**config.mk**
```make
export PLATFORM = sky130hd
export DESIGN_NAME = tri_pin_serializer
export DESIGN_NICKNAME = d
export VERILOG_FILES = /design/src/rtl/tri_pin_serializer.sv
export SDC_FILE = /design/constraint.sdc
export NUM_CORES = 1
export LEC_CHECK = 0
export BUFFER_PORTS_ARGS = -buffer_cell sky130_fd_sc_hd__buf_4
export CORE_MARGIN = 4
export CORE_UTILIZATION = 38
export DETAILED_ROUTE_END_ITERATION = 16
export GPL_ROUTABILITY_DRIVEN = 0
export PLACE_DENSITY = 0.58
export SLEW_MARGIN = 20
export SYNTH_ARGS = -nofsm -noshare
export SYNTH_HDL_FRONTEND = slang
export SYNTH_SLANG_ARGS = --single-unit
```
**constraint.sdc**
```tcl
create_clock -name clk -period 4 [get_ports clk]
set_input_delay 0.8 -clock clk [delete_from_list [all_inputs] [get_ports clk]]
set_output_delay 0.8 -clock clk [all_outputs]
set_load 0.01 [all_outputs]
```
**src/rtl/tri_pin_serializer.sv**
```systemverilog
// Framed serial transmitter driving the O/T pair of a tristate pad buffer.
// Each word goes out as start bit, LSB-first payload, stop bit, then optional high-Z turnaround.
module tri_pin_serializer #(
    parameter int CLK_DIV    = 4,
    parameter int DATA_W     = 8,
    parameter int TURNAROUND = 2
) (
    input  logic              clk,
    input  logic              rst,
    input  logic [DATA_W-1:0] in_data,
    input  logic              in_valid,
    output logic              in_ready,
    output logic              pin_o,
    output logic              pin_t,
    output logic              busy,
    output logic              frame_done
);

    localparam int BIT_MAX = (DATA_W > TURNAROUND) ? DATA_W : TURNAROUND;
    localparam int DIV_W   = $clog2(CLK_DIV) + 1;
    localparam int BIT_W   = $clog2(BIT_MAX) + 1;

    localparam logic [DIV_W-1:0] DIV_LAST  = DIV_W'(CLK_DIV - 1);
    localparam logic [BIT_W-1:0] DATA_LAST = BIT_W'(DATA_W - 1);
    localparam logic [BIT_W-1:0] TURN_LAST = BIT_W'((TURNAROUND > 0) ? TURNAROUND - 1 : 0);

    typedef enum logic [2:0] {IDLE, START, DATA, STOP, TURN} state_t;

    state_t            state, state_next;
    logic [DIV_W-1:0]  div_cnt;
    logic [BIT_W-1:0]  bit_cnt;
    logic [DATA_W-1:0] shreg, shreg_next;
    logic              period_end, accept;
    logic              pin_o_next, pin_t_next, busy_next, done_next;

    assign in_ready   = (state == IDLE) && !rst;
    assign accept     = in_valid && in_ready;
    assign period_end = (div_cnt == DIV_LAST);

    always_ff @(posedge clk) begin
        if (rst) state <= IDLE;
        else     state <= state_next;
    end

    always_comb begin
        state_next = state;
        case (state)
            IDLE:  if (accept) state_next = START;
            START: if (period_end) state_next = DATA;
            DATA:  if (period_end && bit_cnt == DATA_LAST) state_next = STOP;
            STOP:  if (period_end) state_next = (TURNAROUND > 0) ? TURN : IDLE;
            TURN:  if (period_end && bit_cnt == TURN_LAST) state_next = IDLE;
            default: state_next = IDLE;
        endcase
    end

    // Counters only run inside a frame and restart at every phase change.
    always_ff @(posedge clk) begin
        if (rst || state == IDLE || state != state_next) begin
            div_cnt <= '0;
            bit_cnt <= '0;
        end else if (period_end) begin
            div_cnt <= '0;
            bit_cnt <= bit_cnt + 1'b1;
        end else begin
            div_cnt <= div_cnt + 1'b1;
        end
    end

    always_comb begin
        shreg_next = shreg;
        if (accept)
            shreg_next = in_data;
        else if (state == DATA && period_end)
            shreg_next = shreg >> 1;
    end

    // Pin values are precomputed from the next state so the pad sees registered, glitch-free levels.
    always_comb begin
        pin_t_next = 1'b1;
        pin_o_next = 1'b0;
        busy_next  = (state_next != IDLE);
        done_next  = (state_next == IDLE) && (state == STOP || state == TURN);
        case (state_next)
            START: pin_t_next = 1'b0;
            DATA: begin
                pin_t_next = 1'b0;
                pin_o_next = shreg_next[0];
            end
            STOP: begin
                pin_t_next = 1'b0;
                pin_o_next = 1'b1;
            end
            default: ;
        endcase
    end

    always_ff @(posedge clk) begin
        if (rst) begin
            shreg      <= '0;
            pin_t      <= 1'b1;
            pin_o      <= 1'b0;
            busy       <= 1'b0;
            frame_done <= 1'b0;
        end else begin
            shreg      <= shreg_next;
            pin_t      <= pin_t_next;
            pin_o      <= pin_o_next;
            busy       <= busy_next;
            frame_done <= done_next;
        end
    end

endmodule

```
==> metrics.md, run 1 <==
| Metric | Value |
|---|---|
| Pins Over Slew Limit | 0 |
| Tmin final | ~2.3 ns |
| Largest net degree at the start of global routing | 17 |
| Ant. Diodes | 0 |
| CTS buffer count | 3 |
| Vias per cell | 5.22 |
| CTS tree | yes |
| Site Rows | 18 |
| RSZ-0062 raised after global routing | false |
| Postcts setup bufs | 0 |
| Global Route Usage Sum | 12.2% |
| Clock slew at reported path FFs | between 0.1 and 0.15 ns |
| Vias in the first global route | between 700 and 800 |
| Initial Util | between 40% and 50% |
| Min-delay src | div_cnt[0] |
| Global-route wire length before repair | roughly 3.4 mm |
| Synth warnings | 0 |
| Core area | 0.00254 sq mm |
| Chip Height | 60.4 um |
| Worst r2r path cells | 6 |
| Syn avg cell area | 9.56 sq um |
| H-tree Lvls | 1 |
| Nets@finish | around 140 |
| P_leak | 0.429 nW |
| Post-CTS Resized | 0 |
| Area Overhead vs Synth | 11.8% |
| Post-synthesis sequential area ratio | a little over two fifths |
| Final setup violation count | 0 |
| Starting DRT DRC Count | 26 |
| Cell Pwr Density | about 340 mW/mm^2 |
| Asr flop ratio synth | 0% |
| CP Max Fanout | 16 |
| Final wirelength | around 1.9 mm |
| Worst slack, placed | 1.72 ns |
| Post-Syn Area | 0.00104 sq mm |
| Final Skew | 0.0121 ns |
| WP data arrival | about 1.5 ns |
| Post-synth EDFFs | 0 |
| Max Cap Viol | 0 |
| Routed len/inst | 12.8 um |
| Maximum VDD drop | between 0.2 and 0.3 mV |
| Top_reg_cell synth | dfxtp_1 |
| Die area | 0.00364 sq mm |
| Worst hold path class | reg2reg |
| Input/output buffers | 15 |
| Worst setup margin | between 1.5 and 2 ns |
| Number of hold buffers added after cts | 0 |
| Status | completed |
| Post-synth cell types | 37 |
| Non-Filler Instances | 151 |
| Worst reg-to-reg setup slack | around 1.9 ns |
| Post-Syn Nets | ~120 |
| Final Instance Area | between 0.001 and 0.0015 sq mm |
| Post-Syn Instances | 109 |
| Clk_lat worst skew | a little over 0.3 ns |
| Hold Path Depth | 1 |
| Layout cells sized above 1 | between 20 and 25% |
| Drt first pass iters | 4 |
| CTS Sinks | 22 |
| Detail Route Antenna Nets | 0 |
| Drt drc | 0 |
| FF-to-FF End | bit_cnt[1] |
| Period utilization | between 50 and 60% |
| Dpl hpwl | ~1.4 mm |
| Final Hold Viols | 0 |
| Total Neg Setup Slack | 0 ns |
| Vias after detailed routing | ~790 |
| Fmax | about 440 MHz |
| Max_slew headroom | between 70% and 80% |
| Placed insts | ~150 |
| Antenna violations before repair | 0 |
| Bufs on Longest Clock Path | 2 |
| Placed cell areas | about 0.0011 sq mm |
| Endpoint, Worst Hold | div_cnt[0] |
| Endpoint type of the worst setup path | primary output |
| Num ports | 16 |
| Worst slew pin tran | between 0.4 and 0.5 ns |
| WS Path Type | in2out |
| Crit Reg-Reg Startpoint | div_cnt[0] |
| Root buffer cell | clkbuf_4 |
| Yosys reg bits | 22 |
| Worst setup SP type | input pin |
| Die extent in x | roughly 60 um |
| Req. time, crit path | between 3 and 4 ns |
| Total grt overflow | 0 |
==> cell usage after synthesis, types with 2 or more instances <==
library cell,count,share of area (%)
ha_1,4,4.8
nand2_1,11,4.0
a22oi_1,6,4.3
nand3_1,2,0.96
a21oi_1,13,6.2
xor2_1,3,2.5
or3_1,3,1.8
buf_6,3,3.2
nand2b_1,2,1.2
inv_1,4,1.4
nor3_1,3,1.4
nor2_1,9,3.2
dfxtp_1,22,42
==> through the flow <==
step / utilization [%] / power [mW] / hold WS [ns]
6_report: 45.8 / 0.395 / 0.433
5_1_grt: 45.8 / 0.420 / 0.461
4_1_cts: 45.8 / 0.400 / 0.440
3_5_place_dp: 44.3 / 0.277 / 0.421
3_3_place_gp: 44.3 / 0.276 / 0.408
2_1_floorplan: - / 0.260 / 0.399
==> kinds of logic (layout without fill, tap and decap cells) <==
logic type               after synthesis  count (layout)  share of synthesized area [%]
AND/OR/NAND/NOR                       41              41                           22.6
multiplexers                           1               1                          0.960
adder cells (fa/ha/maj)                4               4                           4.80
XOR/XNOR                               3               3                           2.52
buffers and inverters                 12              24                           7.92
AO/OA/AOI/OAI                         26              26                           19.0
flip-flops                            22              22                           42.3
==> registers in the layout (all words and copies together), names as in the netlist <==
signal / count
pin_t: 1
pin_o: 1
frame_done: 1
state: 3
shreg: 8
div_cnt: 3
bit_cnt: 4
busy: 1
==> power by group <==
part | switching, mW | internal, mW
sequential | 0.00519 | 0.226
clock | 0.0675 | 0.0555
combinational | 0.0203 | 0.0202
==> final cells by class <==
cell class | instances | area [sq um]
Tap cell | 30 | 37.5
Clock buffer | 4 | 36.3
Multi-Input combinational cell | 75 | 519
Fill cell | 275 | 1380
Inverter | 5 | 18.8
Timing Repair Buffer | 15 | 113
Sequential cell | 22 | 440
==> how the worst max path moves through the flow <==
stage	start	endpoint	slack [ns]	cells after the start
5_1_grt	rst	in_ready	1.65	3
4_1_cts	rst	in_ready	1.72	3
2_1_floorplan	rst	in_ready	2.08	1
6_report	rst	in_ready	1.73	3
3_3_place_gp	rst	in_ready	1.74	3
3_5_place_dp	rst	in_ready	1.72	3
==> per-layer routing <==
layer | part of all wire (%) | global-route usage, %
met3 | 2.8 | 2.55
met2 | 45 | 17.7
met4 | 0.52 | 2.85
met5 | 0 | 0
met1 | 52 | 18.4
==> worst max-delay path: stages <==
cell	delay, ns
buf_4	0.17
nor4_4	0.30
buf_4	0.20
==> cells in the final DEF (no fill, tap or decap), types with 4 or more instances in the layout <==
master    n
nor2_1    9
dfxtp_1  22
a22oi_1   6
inv_1     4
ha_1      4
nand2_1  11
a21oi_1  13
buf_4    15
Note: power is estimated with default switching activity, not from simulation.
==> run 2, diff against run 1 <==
PLACE_DENSITY = 0.6   (was 0.58)
clock period = 1.9 ns   (was 4 ns; I/O delays follow)
==> run 2 against run 1 <==
Against the previous run: sequential cell count unchanged; routed wire length is 5.2% higher; largest power group unchanged; critical path type is now reg2reg; critical endpoint is now pin_o; die area did not move; sequential share of layout area decreased by 2.0 points; via count increased by 2.5%.
==> metrics.md, run 2 (synthesis results as in run 1) <==
| Metric | Value |
|---|---|
| P_leak | 0.459 nW (+7.0%) |
| Maximum VDD drop | 0.586 mV (+110%) |
| Site Rows | 18 (unchanged) |
| Endpoint type of the worst setup path | flop |
| Top Registers | shreg (8), bit_cnt (4) |
| Cell Pwr Density | 684 mW/mm^2 (+100%) |
| Largest net degree at the start of global routing | 17 (unchanged) |
| Final Skew | 0.00344 ns (-0.00869 ns) |
| Placed cell areas | 0.00117 sq mm (+4.0%) |
| Req. time, crit path | 2.11 ns (-1.09 ns) |
| Chip Height | 60.4 um (unchanged) |
| Final setup violation count | 0 (unchanged) |
| Crit path launch | div_cnt[0] |
| Num ports | 16 (unchanged) |
| FF-to-FF End | pin_o |
| Area Overhead vs Synth | 18.0% |
| Initial Util | 41.0% (unchanged) |
| Core area | 0.00254 sq mm (unchanged) |
| Max_slew headroom | 75.8% (+4.8 points) |
| H-tree Lvls | 1 (unchanged) |
| RSZ-0062 raised after global routing | false |
| Nets@finish | 144 (+5.1%) |
| Fmax | 558 MHz |
| CTS buffer count | 3 (unchanged) |
| Dpl hpwl | 1.54 mm (+8.9%) |
| Input/output buffers | 15 (unchanged) |
| Global Route Usage Sum | 12.6% (+0.36 points) |
| Starting DRT DRC Count | 22 (-15%) |
| Tmin final | roughly 1.8 ns |
| Global-route wire length before repair | 3.46 mm (+1.4%) |
| Max Cap Viol | 0 (unchanged) |
| Drt first pass iters | 4 (unchanged) |
| Vias in the first global route | 808 (+4.0%) |
| Worst r2r path cells | 7 (+1) |
| Crit path to | pin_o |
| Root buffer cell | clkbuf_4 |
| Bufs on Longest Clock Path | 2 (unchanged) |
| Clk_lat worst skew | 0.30 ns (about the same) |
| CP Max Fanout | 4 (-12) |
| Max reg flops | 8 (unchanged) |
| Die area | 0.00364 sq mm (unchanged) |
| Ant. Diodes | 0 (unchanged) |
| Worst hold path class | in2reg |
| Pins Over Slew Limit | 0 (unchanged) |
| Worst setup SP type | flop |
| WP data arrival | 2.00 ns (+0.53 ns) |
| Routed len/inst | 12.9 um (+0.56%) |
| Worst slew pin tran | 0.363 ns (-0.0722 ns) |
| Final Instance Area | 0.00123 sq mm (+5.6%) |
| Total grt overflow | 0 (unchanged) |
| Most flops, register | shreg |
| Final Util | 48.3% (+2.6 points) |
| Layout cells sized above 1 | 29.7% (+7.4 points) |
| CTS tree | yes |
| Most frequent cells in the layout | 22 x dfxtp_1, 22 x buf_4, 11 x nand2_1, 11 x a21oi_1, 9 x nor2_1 |
| Crit Reg-Reg Startpoint | div_cnt[0] |
| WS Path Type | reg2reg |
| Die extent in x | 60.4 um (unchanged) |
| Final wirelength | 2.04 mm (+5.2%) |
| CTS Sinks | 22 (unchanged) |
| Clock slew at reported path FFs | 0.12 ns (about the same) |
| Status | completed |
| Detail Route Antenna Nets | 0 (unchanged) |
| Final Hold Viols | 0 (unchanged) |
| Total Neg Setup Slack | 0 ns (unchanged) |
| Antenna violations before repair | 0 (unchanged) |
| Period utilization | a little over nine tenths |
| Worst reg-to-reg setup slack | 0.11 ns (-1.77 ns) |
| Vias per cell | 5.11 (-2.0%) |
| Vias after detailed routing | 808 (+2.5%) |
| Number of hold buffers added after cts | 0 (unchanged) |
| Drt drc | 0 (unchanged) |
==> run 2: report_power, final <==
group          total [mW]  leakage, nW  internal, mW  switching [mW]
combinational       0.101        0.260        0.0507          0.0502
clock               0.257       0.0210         0.117           0.140
sequential          0.483        0.179         0.476         0.00746
total               0.841        0.459         0.644           0.198
==> run 2: stage by stage <==
stage               power (mW)  setup WS, ns  hold WS, ns  std cells
floorplan                0.548         0.164        0.399        109
global placement         0.589         0.164        0.409        153
detailed placement       0.590        0.0941        0.423        153
CTS                      0.846        0.0508        0.302        157
global route             0.881        0.0114        0.296        158
finish                   0.841         0.107        0.313        158
==> run 2: how the worst min path moves through the flow <==
stage	startpoint	endpoint	slack, ns	cells past startpoint
2_1_floorplan	div_cnt[0]	div_cnt[0]	0.40	1
3_3_place_gp	div_cnt[0]	div_cnt[0]	0.41	1
3_5_place_dp	div_cnt[0]	div_cnt[0]	0.42	1
4_1_cts	in_data[7]	shreg[7]	0.30	3
5_1_grt	in_data[7]	shreg[7]	0.30	3
6_report	in_data[7]	shreg[7]	0.31	3
==> run 2: layer usage <==
layer	up-vias	wire (um)	part of all wire [%]	track usage [%]
met4	0	19	0.93	5.06
met3	2	59	2.9	2.98
met1	380	1020	50	16.5
li1	418	-	-	-
met5	-	0	0	0
met2	8	936	46	19.9
==> run 2: area by class of cell <==
class / count / area (sq um)
clock buffers: 4 / 36.3
well taps: 30 / 37.5
flip-flops and latches: 22 / 440
repair buffers: 22 / 165
multi-input cells: 75 / 532
inverters: 5 / 18.8
fillers: 242 / 1320
==> run 2: critical path: stages, from the launching register on <==
cell	delay, ns
dfxtp_1	0.34
ha_1	0.19
ha_1	0.22
and4bb_2	0.29
a32oi_4	0.26
buf_4	0.17
nand3_1	0.07
and2_1	0.17
==> run 2: timing repair <==
action	CTS	global route
buffers inserted	0	1
resized for setup	0	5
endpoints found under the setup margin	0	6
==> run 3, diff against run 2 <==
CELL_PAD_IN_SITES_DETAIL_PLACEMENT = 2   (was unset)
CELL_PAD_IN_SITES_GLOBAL_PLACEMENT = 2   (was unset)
CORE_UTILIZATION = 30   (was 38)
PLACE_DENSITY = 0.73   (was 0.6)
==> run 3 against run 2 <==
Against the previous run: utilization down 9.7 points; sequential share of layout area down 1.5 points; final cell count up 11%; setup slack worse by 0.047 ns; via count up 5.0%; critical path type unchanged; critical endpoint is now bit_cnt[1]; largest cell class unchanged; largest power group unchanged.
==> metrics.md, run 3 (synthesis results as in run 1) <==
| Metric | Value |
|---|---|
| Status | completed |
| Initial Util | 31.2% (-9.7 points) |
| Crit-path cells | ha_1 -> ha_2 -> buf_4 -> or3_4 -> a21boi_4 -> a2111oi_4 |
| Worst hold margin | 0.313 ns (-0.000871 ns) |
| Min-delay src | in_data[7] |
| Top Registers | shreg (8), bit_cnt (4) |
| Site Rows | 21 (+3) |
| Nets@finish | 145 (+0.69%) |
| Max Cap Viol | 0 (unchanged) |
| Bufs on Longest Clock Path | 2 (unchanged) |
| Worst setup SP type | flop |
| Final setup violation count | 0 (unchanged) |
| Most flops, register | shreg |
| Global-route wire length before repair | 4.60 mm (+33%) |
| CTS buffer count | 3 (unchanged) |
| Num ports | 16 (unchanged) |
| Worst slew pin tran | 0.396 ns (+0.0332 ns) |
| Antenna violations before repair | 0 (unchanged) |
| Crit path max-delay cell type | or3_4 |
| Final wirelength | 2.76 mm (+36%) |
| Leading cell type in the layout, fill and taps excluded | buf_4 |
| Worst slack, placed | -0.0606 ns (-0.155 ns) |
| Final Util | 38.6% (-9.7 points) |
| Drt drc | 0 (unchanged) |
| Max incr delay on CP | 0.40 ns (+0.06 ns) |
| Ant. Diodes | 0 (unchanged) |
| Area Overhead vs Synth | 23.6% |
| Cell Pwr Density | 670 mW/mm^2 (-2.0%) |
| Largest net degree at the start of global routing | 17 (unchanged) |
| Most frequent cells in the layout | 23 x buf_4, 21 x dfxtp_1, 13 x a21oi_1 |
| Total grt overflow | 0 (unchanged) |
| Global Route Usage Sum | 13.8% (+1.2 points) |
| Vias after detailed routing | 848 (+5.0%) |
| P_leak | 0.474 nW (+3.2%) |
| Crit path launch | div_cnt[0] |
| Detail Route Antenna Nets | 0 (unchanged) |
| Crit path to | bit_cnt[1] |
| H-tree Lvls | 1 (unchanged) |
| Starting DRT DRC Count | 16 (-27%) |
| Vias per cell | 4.85 (-5.2%) |
| Routed len/inst | 15.8 um (+22%) |
| Maximum VDD drop | 0.290 mV (-50%) |
| Vias in the first global route | 977 (+21%) |
| Max_slew headroom | 73.6% (-2.2 points) |
| Final Hold Viols | 0 (unchanged) |
| Drt first pass iters | 4 (unchanged) |
| Clock slew at reported path FFs | 0.13 ns (about the same) |
| Worst hold path class | in2reg |
| Die area | 0.00448 sq mm (+23%) |
| Cell family with most CP delay | compound AO/OA/AOI/OAI gates |
| Endpoint type of the worst setup path | flop |
| WP data arrival | 2.06 ns (+0.06 ns) |
| CTS tree | yes |
| CP Buf/Inv Count | 1 (unchanged) |
| Worst reg-to-reg setup slack | 0.06 ns (-0.05 ns) |
| Dpl hpwl | 2.14 mm (+39%) |
| Req. time, crit path | 2.12 ns (about the same) |
| Die extent in x | 66.9 um (+11%) |
| Worst r2r path cells | 6 (-1) |
| Worst setup margin | 0.0602 ns (-0.0469 ns) |
| CP Max Fanout | 7 (+3) |
| Final Instance Area | 0.00129 sq mm (+4.8%) |
| Levels on crit path | 6 (-1) |
| Tmin final | 1.84 ns (+0.0469 ns) |
| Crit Reg-Reg Startpoint | div_cnt[0] |
| Filler Cell Count | 372 (+54%) |
| Input/output buffers | 15 (unchanged) |
| Root buffer cell | clkbuf_4 |
| Pins Over Slew Limit | 0 (unchanged) |
| Clk_lat worst skew | 0.31 ns (about the same) |
| FF-to-FF End | bit_cnt[1] |
| Fmax | 544 MHz (-2.5%) |
| Chip Height | 66.9 um (+11%) |
| Placed cell areas | 0.00120 sq mm (+2.3%) |
| CTS Sinks | 22 (unchanged) |
| Final Skew | 0.00687 ns (+0.00343 ns) |
| Period utilization | 96.8% (+2.5 points) |
| Max reg flops | 8 (unchanged) |
| RSZ-0062 raised after global routing | false |
| WS Path Type | reg2reg |
| Core area | 0.00334 sq mm (+31%) |
| Layout cells sized above 1 | 31.0% (+1.3 points) |
[run 3: per-stage QoR]
step / setup TNS (ns) / cells / power (mW)
5_1_grt: 0 / 175 / 0.917
2_1_floorplan: 0 / 109 / 0.548
3_3_place_gp: 0 / 170 / 0.593
6_report: 0 / 175 / 0.864
4_1_cts: 0 / 175 / 0.879
3_5_place_dp: -0.104 / 170 / 0.598
[run 3: how the worst min path moves through the flow]
stage | end | slack (ns) | depth (start not counted)
finish | shreg[7] | 0.31 | 3
global route | shreg[7] | 0.32 | 3
CTS | shreg[7] | 0.30 | 3
detailed placement | div_cnt[0] | 0.42 | 1
global placement | div_cnt[0] | 0.40 | 1
floorplan | div_cnt[0] | 0.40 | 1
[run 3: metal layers]
layer / GRT usage [%] / share of wire [%]
met2: 26.5 / 54
met5: 0 / 0
met3: 3.54 / 3.2
met4: 3.80 / 1.2
met1: 14.6 / 42
[run 3: worst register-to-register path, delay by kind of cell (launching register included)]
family / cells / cell delay, ns
AO/OA/AOI/OAI: 2 / 0.45
AND/OR/NAND/NOR: 1 / 0.40
adder cells (fa/ha/maj): 2 / 0.39
flip-flops: 1 / 0.35
buffers and inverters: 1 / 0.16
[run 3: layout make-up]
cell class / count / area, sq um / share of cell area [%]
repair buffers: 23 / 173 / 13.4
clock buffers: 4 / 36.3 / 2.82
multi-input cells: 75 / 562 / 43.6
flip-flops and latches: 22 / 442 / 34.3
well taps: 46 / 57.6 / 4.47
inverters: 5 / 18.8 / 1.46
[run 3: timing repair]
action / in CTS / in global routing
buffers inserted: 1 / 0
hold buffers: 0 / 0
resized for setup: 6 / 3
endpoints found under the setup margin: 4 / 2
pin swaps: 2 / 1
gates cloned: 0 / 0
[run 3: power by group]
| part | leakage (nW) | internal [mW] | switching [mW] |
|---|---|---|---|
| clock network | 0.0210 | 0.117 | 0.150 |
| registers | 0.179 | 0.476 | 0.00808 |
| logic | 0.274 | 0.0560 | 0.0568 |
| total | 0.474 | 0.649 | 0.214 |
